==> src/rtl/usb_token_tx_q.sv <==
// rtl/usb_token_tx_q.sv - queued USB token/SOF/handshake/special packet serialiser
// Requests wait in a small FIFO; the FSM pops one at a time and emits PID, payload and CRC5 bytes.
module usb_token_tx_q #(
  parameter int unsigned FIFO_DEPTH = 4,
  parameter int unsigned GAP_CYCLES = 2,
  parameter logic [4:0]  CRC_INIT   = 5'h1F
) (
  input  logic                          clk_i,
  input  logic                          rst_ni,
  input  logic [3:0]                    tx_pid_i,
  input  logic [6:0]                    tx_addr_i,
  input  logic [3:0]                    tx_endp_i,
  input  logic [10:0]                   tx_frame_i,
  input  logic                          tx_valid_i,
  output logic                          tx_ready_o,
  output logic                          tx_pid_err_o,
  output logic [$clog2(FIFO_DEPTH):0]   fifo_level_o,
  output logic                          tx_to_sop_o,
  output logic                          tx_to_eop_o,
  output logic                          tx_to_valid_o,
  input  logic                          tx_to_ready_i,
  output logic [7:0]                    tx_to_data_o,
  output logic                          tx_con_pid_en_o,
  output logic [3:0]                    tx_con_pid_o
);

  localparam int unsigned PW = $clog2(FIFO_DEPTH);
  localparam int unsigned LW = PW + 1;
  localparam logic [3:0]  GAP_LAST = (GAP_CYCLES == 0) ? 4'd0 : 4'(GAP_CYCLES - 1);

  typedef struct packed {
    logic [3:0]  pid;
    logic [6:0]  addr;
    logic [3:0]  endp;
    logic [10:0] frame;
  } req_t;

  typedef enum logic [2:0] {S_IDLE, S_B0, S_B1, S_B2, S_GAP} state_t;

  // Returns the CRC field already laid out for B2[7:3]: bit 0 is the first CRC bit on the wire.
  function automatic logic [4:0] crc5_field(input logic [10:0] d);
    logic [4:0] c;
    logic       fb;
    c = CRC_INIT;
    for (int i = 0; i < 11; i++) begin
      fb = d[i] ^ c[4];
      c  = {c[3:0], 1'b0} ^ (fb ? 5'b00101 : 5'b00000);
    end
    c = ~c;
    return {c[0], c[1], c[2], c[3], c[4]};
  endfunction

  req_t            mem [FIFO_DEPTH];
  req_t            req_in, head, pkt_q, pkt_d;
  logic [PW-1:0]   wr_q, rd_q;
  logic [LW-1:0]   level_q;
  state_t          state_q, state_d;
  logic [3:0]      gap_q, gap_d;
  logic [7:0]      data_q, data_d;
  logic [3:0]      con_pid_q, con_pid_d;
  logic            pid_err_q;
  logic            pid_ok, accept, push, pop, pkt_done;
  logic            is_token, is_sof;
  logic [10:0]     crc_src;
  logic [7:0]      byte1, byte2;

  assign req_in     = '{pid: tx_pid_i, addr: tx_addr_i, endp: tx_endp_i, frame: tx_frame_i};
  assign head       = mem[rd_q];
  assign tx_ready_o = (level_q != LW'(FIFO_DEPTH));
  assign pid_ok     = (tx_pid_i[1:0] != 2'b11) && (tx_pid_i != 4'b0000);
  assign accept     = tx_valid_i && tx_ready_o;
  assign push       = accept && pid_ok;

  assign is_token = (pkt_q.pid[1:0] == 2'b01);
  assign is_sof   = (pkt_q.pid == 4'b0101);
  assign crc_src  = is_sof ? pkt_q.frame : {pkt_q.endp, pkt_q.addr};
  assign byte1    = is_sof ? pkt_q.frame[7:0] : {pkt_q.endp[0], pkt_q.addr};
  assign byte2    = {crc5_field(crc_src), is_sof ? pkt_q.frame[10:8] : pkt_q.endp[3:1]};

  always_ff @(posedge clk_i) begin
    if (push) mem[wr_q] <= req_in;
  end

  always_ff @(posedge clk_i or negedge rst_ni) begin
    if (!rst_ni) begin
      wr_q      <= '0;
      rd_q      <= '0;
      level_q   <= '0;
      pid_err_q <= 1'b0;
      state_q   <= S_IDLE;
      gap_q     <= 4'd0;
      data_q    <= 8'd0;
      con_pid_q <= 4'd0;
      pkt_q     <= '0;
    end else begin
      if (push) wr_q <= wr_q + PW'(1);
      if (pop)  rd_q <= rd_q + PW'(1);
      level_q   <= level_q + LW'(push) - LW'(pop);
      pid_err_q <= accept && !pid_ok;
      state_q   <= state_d;
      gap_q     <= gap_d;
      data_q    <= data_d;
      con_pid_q <= con_pid_d;
      pkt_q     <= pkt_d;
    end
  end

  always_comb begin
    state_d   = state_q;
    gap_d     = gap_q;
    data_d    = data_q;
    con_pid_d = con_pid_q;
    pkt_d     = pkt_q;
    pop       = 1'b0;
    pkt_done  = 1'b0;
    case (state_q)
      S_IDLE: begin
        if (level_q != '0) begin
          pop       = 1'b1;
          pkt_d     = head;
          data_d    = {~head.pid, head.pid};
          con_pid_d = head.pid;
          state_d   = S_B0;
        end
      end
      S_B0: begin
        if (tx_to_ready_i) begin
          if (is_token) begin
            state_d = S_B1;
            data_d  = byte1;
          end else begin
            pkt_done = 1'b1;
          end
        end
      end
      S_B1: begin
        if (tx_to_ready_i) begin
          state_d = S_B2;
          data_d  = byte2;
        end
      end
      S_B2: begin
        if (tx_to_ready_i) pkt_done = 1'b1;
      end
      S_GAP: begin
        if (gap_q == GAP_LAST) begin
          state_d = S_IDLE;
          gap_d   = 4'd0;
        end else begin
          gap_d = gap_q + 4'd1;
        end
      end
      default: state_d = S_IDLE;
    endcase
    if (pkt_done) begin
      state_d = (GAP_CYCLES == 0) ? S_IDLE : S_GAP;
      gap_d   = 4'd0;
    end
  end

  assign tx_to_valid_o   = (state_q == S_B0) || (state_q == S_B1) || (state_q == S_B2);
  assign tx_to_sop_o     = (state_q == S_B0);
  assign tx_to_eop_o     = (state_q == S_B2) || ((state_q == S_B0) && !is_token);
  assign tx_to_data_o    = data_q;
  assign tx_con_pid_en_o = (state_q == S_B0);
  assign tx_con_pid_o    = con_pid_q;
  assign tx_pid_err_o    = pid_err_q;
  assign fifo_level_o    = level_q;

endmodule

==> config.mk <==
export PLATFORM = sky130hd
export DESIGN_NAME = usb_token_tx_q
export DESIGN_NICKNAME = d
export VERILOG_FILES = /design/src/rtl/usb_token_tx_q.sv
export SDC_FILE = /design/constraint.sdc
export NUM_CORES = 1
export LEC_CHECK = 0
export BUFFER_PORTS_ARGS = -buffer_cell sky130_fd_sc_hd__buf_2
export CAP_MARGIN = 30
export CORE_MARGIN = 2
export CORE_UTILIZATION = 40
export CTS_CLUSTER_DIAMETER = 100
export DETAILED_ROUTE_END_ITERATION = 6
export GPL_TIMING_DRIVEN = 0
export SYNTH_ARGS = -nofsm -noshare
export SYNTH_HDL_FRONTEND = slang
export SYNTH_SLANG_ARGS = --single-unit
==> constraint.sdc <==
create_clock -name clk_i -period 6.13 [get_ports clk_i]
set_clock_uncertainty 0.05 [all_clocks]
set_input_delay 0.3065 -clock clk_i [delete_from_list [all_inputs] [get_ports clk_i]]
set_output_delay 0.3065 -clock clk_i [all_outputs]
set_load 0.01 [all_outputs]
* After elaboration in Yosys (flattened, before gate mapping) *
Memories as Yosys holds them, arrays and structs flattened.
Index checks and enable logic that the tools add are counted.

word-level totals
  output and inout bits = 21
  bits in latches = 0
  memory bits (writable) = 104
  register bits = 49
  ROM bits = 0
  memories kept = 1

memory list
  name  depth  width  read ports  clocked after Yosys merged registers in  wr ports  line  text
  mem   4      26     1           0                                        1         53    req_t mem [FIFO_DEPTH];

cells by class
  mux-type cells = 37
  equal/unequal tests = 19
  $mul = 0
  $lt $le $gt $ge = 0
  shifts and indexed selects = 0
  reduce and logical (&&, ||, !) cells = 18
  add/subtract/negate cells = 5
  divide/modulo/power cells = 0
  bitwise operators = 23

operator list
  kind                   count
  $mux W3                18
  $xor A5 B3 Y5          10
  $mux W8                5
  $pmux W8 S3            1
  $pmux W3 S5            1
  $mux W4                3
  $ne A3 B3 Y1 const B   4
  $mux W11               1
  $ne A2 B2 Y1 const B   5
  $xor A1 B1 Y1          10
  $mux W1                7
  $eq A3 B2 Y1 const B   2
  $reduce_and A6 Y1      1
  $reduce_bool A3 Y1     2
  $logic_and A1 B1 Y1    5
  $not A5 Y5             1
  $reduce_and A5 Y1      1
  $add A2 B1 Y2 const B  2
  $add A4 B1 Y4 const B  1
  $eq A4 B1 Y1 const B   1
  $eq A4 B3 Y1 const B   1
  $not A2 Y4             1
  $not A4 Y4             1
  $reduce_bool A4 Y1     1
  14 further kinds       17

* Depth between registers and ports, before layout *
Gate-level depths: netlist of the first run.

  depth after elaboration = 37
  depth in mapped cells = 10

* Worst setup path before layout of the first run *
OpenSTA, ideal clock, no wires.

  path kind = reg2reg
  start point = reg state_q[1]
  end point = reg level_q[1] (netlist: fifo_level_o[1])
  slack = 3.758 ns
  setup time = 0.135 ns
  period minus slack after synthesis = 2.372 ns
  path buffers = 3
  data arrival time = 2.187 ns
  required time = 5.945 ns
  stages on the path, launching flop included = 10
  path through = dfrtp_1 -> buf_6 -> or4_1 -> buf_2 -> clkinv_4 -> buf_2 -> ha_1 -> inv_1 -> ha_1 -> fa_1

between the ends
  cells in the longest elaborated chain, start to end = 3

ends and longest elaborated chain
  what                    line  text
  from (decl)             57    state_t state_q, state_d;
  from (signal assigned)  100   state_q <= state_d;
  $logic_not A3 Y1        116   case (state_q)
  $mux W1                 116
  named net pop           62    logic pid_ok, accept, push, pop, pkt_done;
  $sub A3 B1 Y3           98    level_q <= level_q + LW'(push) - LW'(pop);
  to (signal assigned)    98
  to (decl)               56    logic [LW-1:0] level_q;

The timed path passes the listed nets, and every way through them passes these cells.
A chain may end at the register's enable or synchronous reset.

* Worst setup path in the final report of the first run *
  start point = reg state_q[1]
  end point = reg level_q[2] (netlist: fifo_level_o[2])

The elaborated chain is that of the path after synthesis.

==> results.ini, run 1 <==
[floorplan]
ios=51
die_h_microns=132
core_sq_um=15900
row_count=46
die-area_sq_um=17400
die_x_microns=132
initial_core_util=0.411

[sta]
hold_viol=0
final_max_slew_viol_count=0
finalSetupViolations=0
worst_slew_pin_slew_ns=0.854
period_needed_ns=2.60
finalCritPeriodShare=0.423
rsz0062_at_grt=no
max_freq_mhz=385
slew_headroom=0.430
setup-tns-final_ns=0

[clock_tree]
root_buffer=clkbuf_16
clock_sinks=153
numCtsBuffers=17
post_cts_buffers=0
clockBufferDepth=2
path_clk_slew_ns=0.06
tritoncts=done
cts_resized=0
h-tree-depth=4
clk-insertion-delay-late_ns=0.42

[critical_path]
worstPathRequired_ns=6.38
crit_path_start=state_q[1]$_DFFE_PN0P_
cp.arrival_ns=2.85
start_kind=flip-flop
r2r-end=fifo_level_o[2]$_DFF_PN0_
r2r-start=state_q[1]$_DFFE_PN0P_
r2r_slack_ns=3.53
critical_path.endpoint_type=flip-flop
cp_slowest_stage_delay_ns=0.52
critical_path_class=flip-flop to flip-flop
slowest_stage=or4_1
reg2regPathDepth=10
cp_max_fo=10
crit_path_cell_trace=buf_6 -> or4_1 -> buf_2 -> clkinv_4 -> buf_2 -> ha_1 -> inv_1 -> ha_1 -> fa_1 -> xnor2_1

[min_path]
hold_end=mem[0][20]$_DFFE_PP_
hp-class=input port to flip-flop
holdPathStages=1
min-delay-start=tx_addr_i[5]

[synthesis]
ys_types=38
ys_ff_latch=153
synth_cells=440
synth_ff_type=edfxtp_1
syn_area_sq_um=6560
synthesis.nets=479
async_flop_share=0.320
yosysWarnings=0
syn_area_per_cell_sq_um=14.9
ys_seq_area_frac=0.663
synth-edff-count=104

[global_route]
grtUsageTotal=0.151
antenna_found_initial=0
grt_max_degree=27
first_global_vias=3783
grt-ovfl-total=0
grt_pass1_wl_mm=19.8

[detailed_routing]
wl_per_cell_microns=16.1
detail_route.vias_per_cell=4.81
first_pass_iters=5
drt-initial-drc-count=188
drt_wl_total_mm=12.0
drc_errors=0
via_count=3566
drtAntennaViolNets=0

[layout]
nets=552
stdcell_area_sq_um=7790
postLayoutCoreUtil=0.489
syn2layout_area_growth_pct=18.8
diodes=0
drive_gt1_frac=0.249

[job]
maxCapViolations=0

[placement]
gp_congestion=0.845
hpwl_mm=8.54
portBuffers=50
placed_area_sq_um=7160

[power]
power_leakage_nw=3.06
power.density_nw_per_um2=557
ir_drop_v=0.000289

[status]
status=completed

## cells in the final DEF, fill, tap and decap left out, drive strengths merged
master / n
edfxtp: 104
nand2: 76
buf: 69
dfrtp: 49
clkbuf: 31
mux4: 26
mux2i: 23
inv: 23
xnor2: 22
nor2: 14
o21ai: 11
a21oi: 10
o22ai: 8
ha: 8
xor2: 7
nor3: 6
clkinv: 6
nand2b: 5
xnor3: 4
and2: 4
nor4: 2
a211oi: 2
nand3: 2
or3: 2
clkinvlp: 2
a31oi: 2
or4: 1
and3: 1
nor3b: 1
nor4bb: 1
a22oi: 1
or2: 1
fa: 1
dlygate4sd3: 1
## flip-flops by register name, indices dropped and copies added (netlist names)
name,cells
mem,104
rd_q,2
fifo_level_o,3
wr_q,2
pkt_q,22
tx_to_data_o,8
tx_con_pid_o,4
tx_pid_err_o,1
gap_q,4
state_q,3
## metrics by stage
step | total power (W) | setup WS [ns] | cells | hold slack [ns]
after floorplan | 0.00288 | 3.76 | 440 | -0.0391
after detailed placement | 0.00336 | 3.55 | 709 | 0.344
after CTS | 0.00440 | 3.52 | 742 | 0.0261
after global placement | 0.00330 | 3.37 | 706 | 0.446
final | 0.00434 | 3.53 | 742 | 0.0483
after global routing | 0.00466 | 3.42 | 742 | 0.0258
## logic make-up after synthesis
logic type | after synthesis | share of synthesized area
muxes | 49 | 0.125
DFF | 153 | 0.663
xor gates and xnor gates | 33 | 0.0525
AOI/OAI and AO/OA | 34 | 0.0313
adders and majority gates | 9 | 0.0183
and+or+nand+nor | 116 | 0.0757
buffers and inverters | 46 | 0.0341
## what timing repair did
item,4_1_cts,5_1_grt
endpoints found under the setup margin,0,0
hold buffers,1,0
endpoints found under the hold margin,25,0
## worst max-delay path, delay by kind of cell, from the launching register on
| kind | cells | cell delay [ns] |
|---|---|---|
| AND/OR/NAND/NOR | 1 | 0.52 |
| adder cells (fa/ha/maj) | 3 | 0.71 |
| flip-flops | 1 | 0.37 |
| buffers and inverters | 5 | 0.67 |
| XOR/XNOR | 1 | 0.14 |
## where the power goes
group / internal (W) / switching [W]
registers: 0.00138 / 0.000170
logic: 0.000824 / 0.000932
clock network: 0.000630 / 0.000402
## layer usage
metal / share of wire / track usage / vias up
met4: 0.013 / 0.0592 / 0
met1: 0.46 / 0.188 / 1766
li1: - / - / 1729
met3: 0.033 / 0.0450 / 13
met2: 0.50 / 0.248 / 58
met5: 0 / 0 / -
## worst max-delay path by stage
stage | to | slack, ns | depth (start not counted)
3_5_place_dp | fifo_level_o[1]$_DFF_PN0_ | 3.55 | 9
6_report | fifo_level_o[2]$_DFF_PN0_ | 3.53 | 10
3_3_place_gp | mem[0][8]$_DFFE_PP_ | 3.37 | 6
5_1_grt | fifo_level_o[2]$_DFF_PN0_ | 3.42 | 10
4_1_cts | fifo_level_o[2]$_DFF_PN0_ | 3.52 | 10
2_1_floorplan | fifo_level_o[1]$_DFF_PN0_ | 3.76 | 9
## synthesized netlist by cell type (7+ instances only)
library cell / n / area [sq um]
inv_1: 21 / 78.8
xnor2_1: 22 / 193
o21ai_0: 8 / 40.0
clkbuf_1: 8 / 30.0
a21oi_1: 10 / 50.1
mux4_2: 26 / 586
edfxtp_1: 104 / 3120
ha_1: 8 / 100
o22ai_1: 8 / 50.1
dfrtp_1: 49 / 1230
mux2i_1: 22 / 220
nand2_1: 76 / 285
nor2_1: 14 / 52.6
xor2_1: 7 / 61.3
buf_2: 7 / 35.0
## cell type report
type / instances / area, sq um
plain buffers: 24 / 136
clock buffers: 23 / 543
clock inverters: 9 / 72.6
fillers: 1389 / 8150
inverters: 22 / 87.6
multi-input cells: 241 / 1990
flip-flops and latches: 153 / 4350
well taps: 216 / 270
repair buffers: 54 / 343
Note: power is estimated with default switching activity, not from simulation.
==> run 2: changes to the inputs <==
==> constraint.sdc (replaced) <==
create_clock -name clk_i -period 2.7 [get_ports clk_i]
set_clock_uncertainty 0.05 [all_clocks]
set_input_delay 0.135 -clock clk_i [delete_from_list [all_inputs] [get_ports clk_i]]
set_output_delay 0.135 -clock clk_i [all_outputs]
set_load 0.01 [all_outputs]
==> results.ini, run 2 (synthesis gave the netlist of run 1 again) <==
[status]
status=completed  ; unchanged

[detailed_routing]
first_pass_iters=4  ; was 5
drc_errors=0  ; unchanged
drtAntennaViolNets=0  ; unchanged
drt_wl_total_mm=12.2  ; was 12.0 mm
drt-initial-drc-count=184  ; was 188
via_count=3705  ; was 3566
wl_per_cell_microns=15.8  ; was 16.1 microns
detail_route.vias_per_cell=4.82  ; was 4.81

[global_route]
grtUsageTotal=0.153  ; was 0.151
antenna_found_initial=0  ; unchanged
grt-ovfl-total=0  ; unchanged
first_global_vias=3932  ; was 3783
grt_pass1_wl_mm=20.2  ; was 19.8 mm
grt_max_degree=27  ; unchanged

[sta]
worst_slew_pin_slew_ns=0.868  ; was 0.854 ns
hold_viol=0  ; unchanged
slew_headroom=0.421  ; was 0.430
max_freq_mhz=411
setup-tns-final_ns=0  ; unchanged
rsz0062_at_grt=no  ; unchanged
period_needed_ns=2.43
final_max_slew_viol_count=0  ; unchanged
finalCritPeriodShare=0.900
finalSetupViolations=0  ; unchanged
fin_ws_ns=0.269  ; was 3.53 ns

[layout]
largest_register=mem  ; unchanged
syn2layout_area_growth_pct=23.0  ; was 18.8%
diodes=0  ; unchanged
largest_register_ffs=104  ; unchanged
nets=579  ; was 552
stdcell_area_sq_um=8070  ; was 7790 sq um
final_common_cell=edfxtp_1  ; unchanged
fillers=1372  ; was 1389
drive_gt1_frac=0.235  ; was 0.249
layout_common_cells=edfxtp_1, nand2_1, buf_2  ; unchanged

[power]
power_leakage_nw=3.18  ; was 3.06 nW
p_total_w=0.00989  ; was 0.00434 W
pwr-share-comb=0.406  ; was 0.405
pwr-share-clk=0.237  ; was 0.238
p_seq_frac=0.356  ; was 0.358
p_sw_w=0.00343  ; was 0.00150 W
power.density_nw_per_um2=1230  ; was 557 nW/um^2
switching_share=0.347  ; about the same
ir_drop_v=0.000656  ; was 0.000289 V
cell_internal_pwr_w=0.00646  ; was 0.00284 W

[clock_tree]
root_buffer=clkbuf_16  ; unchanged
clockBufferDepth=2  ; unchanged
tritoncts=done  ; unchanged
clock_sinks=153  ; unchanged
numCtsBuffers=17  ; unchanged
h-tree-depth=4  ; unchanged
path_clk_slew_ns=0.06  ; about the same
cts_resized=0  ; unchanged
post_cts_buffers=0  ; unchanged
clk-insertion-delay-late_ns=0.42  ; about the same

[critical_path]
reg2regPathDepth=6  ; was 10
worstPathRequired_ns=2.78  ; was 6.38 ns
crit_path_cell_trace=dlygate4sd3_1 -> buf_2 -> nor4_1 -> a21oi_1 -> and3_1 -> clkbuf_1 -> and2_1 -> buf_16  ; was buf_6 -> or4_1 -> buf_2 -> clkinv_4 -> buf_2 -> ha_1 -> inv_1 -> ha_1 -> fa_1 -> xnor2_1
endpoint=mem[2][9]$_DFFE_PP_  ; was fifo_level_o[2]$_DFF_PN0_
cp_max_fo=14  ; was 10
cp_slowest_stage_delay_ns=0.75  ; was 0.52 ns
r2r-start=fifo_level_o[1]$_DFF_PN0_  ; was state_q[1]$_DFFE_PN0P_
worst-path-buf-inv=4  ; was 5
critical_path_class=input port to flip-flop  ; was flip-flop to flip-flop
start_kind=input port  ; was flip-flop
crit_path_start=tx_pid_i[2]  ; was state_q[1]$_DFFE_PN0P_
critical_path.endpoint_type=flip-flop  ; unchanged
r2r_slack_ns=0.30  ; was 3.53 ns
cp.arrival_ns=2.51  ; was 2.85 ns
slowest_stage=and2_1  ; was or4_1
critical_path_depth=8  ; was 10
critPathTopFamily=buffers and inverters  ; was adder cells
r2r-end=mem[2][9]$_DFFE_PP_  ; was fifo_level_o[2]$_DFF_PN0_

[placement]
portBuffers=50  ; unchanged
dp_slack_ns=0.115  ; was 3.55 ns
hpwl_mm=8.54  ; unchanged
gp_congestion=0.845  ; unchanged
placed_area_sq_um=7160  ; unchanged

[floorplan]
die-area_sq_um=17400  ; unchanged
ios=51  ; unchanged
core_sq_um=15900  ; unchanged
row_count=46  ; unchanged
initial_core_util=0.411  ; unchanged
die_x_microns=132  ; unchanged
die_h_microns=132  ; unchanged

[job]
maxCapViolations=0  ; unchanged

[min_path]
holdPathStages=4  ; was 1
hp-class=input port to flip-flop  ; unchanged

-- run 2: changes by cell type in the layout (fill, tap and decap cells not counted) --
cell / delta
dlygate4sd3_1: +28
buf_2: -1
-- run 2: layout make-up --
type                       instances  area, sq um  share of cell area
clock inverter                     9         72.6             0.00900
multi-input combinational        241         1990               0.247
buffer                            23          131              0.0163
timing repair buffer              82          623              0.0773
clock buffer                      23          543              0.0673
sequential                       153         4350               0.539
tap                              216          270              0.0335
inverter                          22         87.6              0.0109
-- run 2: through the flow --
stage / instances / hold WS (ns) / util
global placement: 706 / 0.295 / 0.444
floorplan: 440 / -0.211 / -
detailed placement: 709 / 0.173 / 0.449
global route: 769 / 0.101 / 0.506
CTS: 770 / 0.0626 / 0.506
finish: 769 / 0.0898 / 0.506
-- run 2: tightest hold or removal path: stages --
cell,delay (ns)
buf_2,0.13
inv_1,0.10
a21oi_1,0.08
nor2_1,0.08
-- run 2: what timing repair did --
action | 4_1_cts | 5_1_grt
endpoints found under the hold margin | 130 | 0
setup endpoints to repair | 0 | 2
hold buffers | 29 | 0
-- run 2: worst min path at each step --
stage / endpoint / slack, ns / start
after detailed placement: gap_q[3]$_DFFE_PN0P_ / 0.17 / rst_ni
after global routing: state_q[1]$_DFFE_PN0P_ / 0.10 / tx_to_ready_i
after global placement: mem[2][1]$_DFFE_PP_ / 0.30 / tx_frame_i[1]
final: state_q[0]$_DFFE_PN0P_ / 0.09 / tx_to_ready_i
after CTS: state_q[0]$_DFFE_PN0P_ / 0.06 / tx_to_ready_i
after floorplan: fifo_level_o[0]$_DFF_PN0_ / -0.21 / rst_ni
-- run 2: power by group through the flow --
stage / clock [W] / combinational [W] / sequential (W)
6_report: 0.00235 / 0.00402 / 0.00352
5_1_grt: 0.00251 / 0.00450 / 0.00360
4_1_cts: 0.00241 / 0.00409 / 0.00353
3_5_place_dp: 0 / 0.00404 / 0.00358
3_3_place_gp: 0 / 0.00394 / 0.00356
2_1_floorplan: 0 / 0.00302 / 0.00351
-- run 2: metal layers --
| layer | wire length (microns) | global-route usage | up-vias |
|---|---|---|---|
| li1 | - | - | 1782 |
| met4 | 173 | 0.0658 | 0 |
| met1 | 5480 | 0.190 | 1836 |
| met5 | 0 | 0 | - |
| met3 | 396 | 0.0450 | 14 |
| met2 | 6110 | 0.251 | 73 |
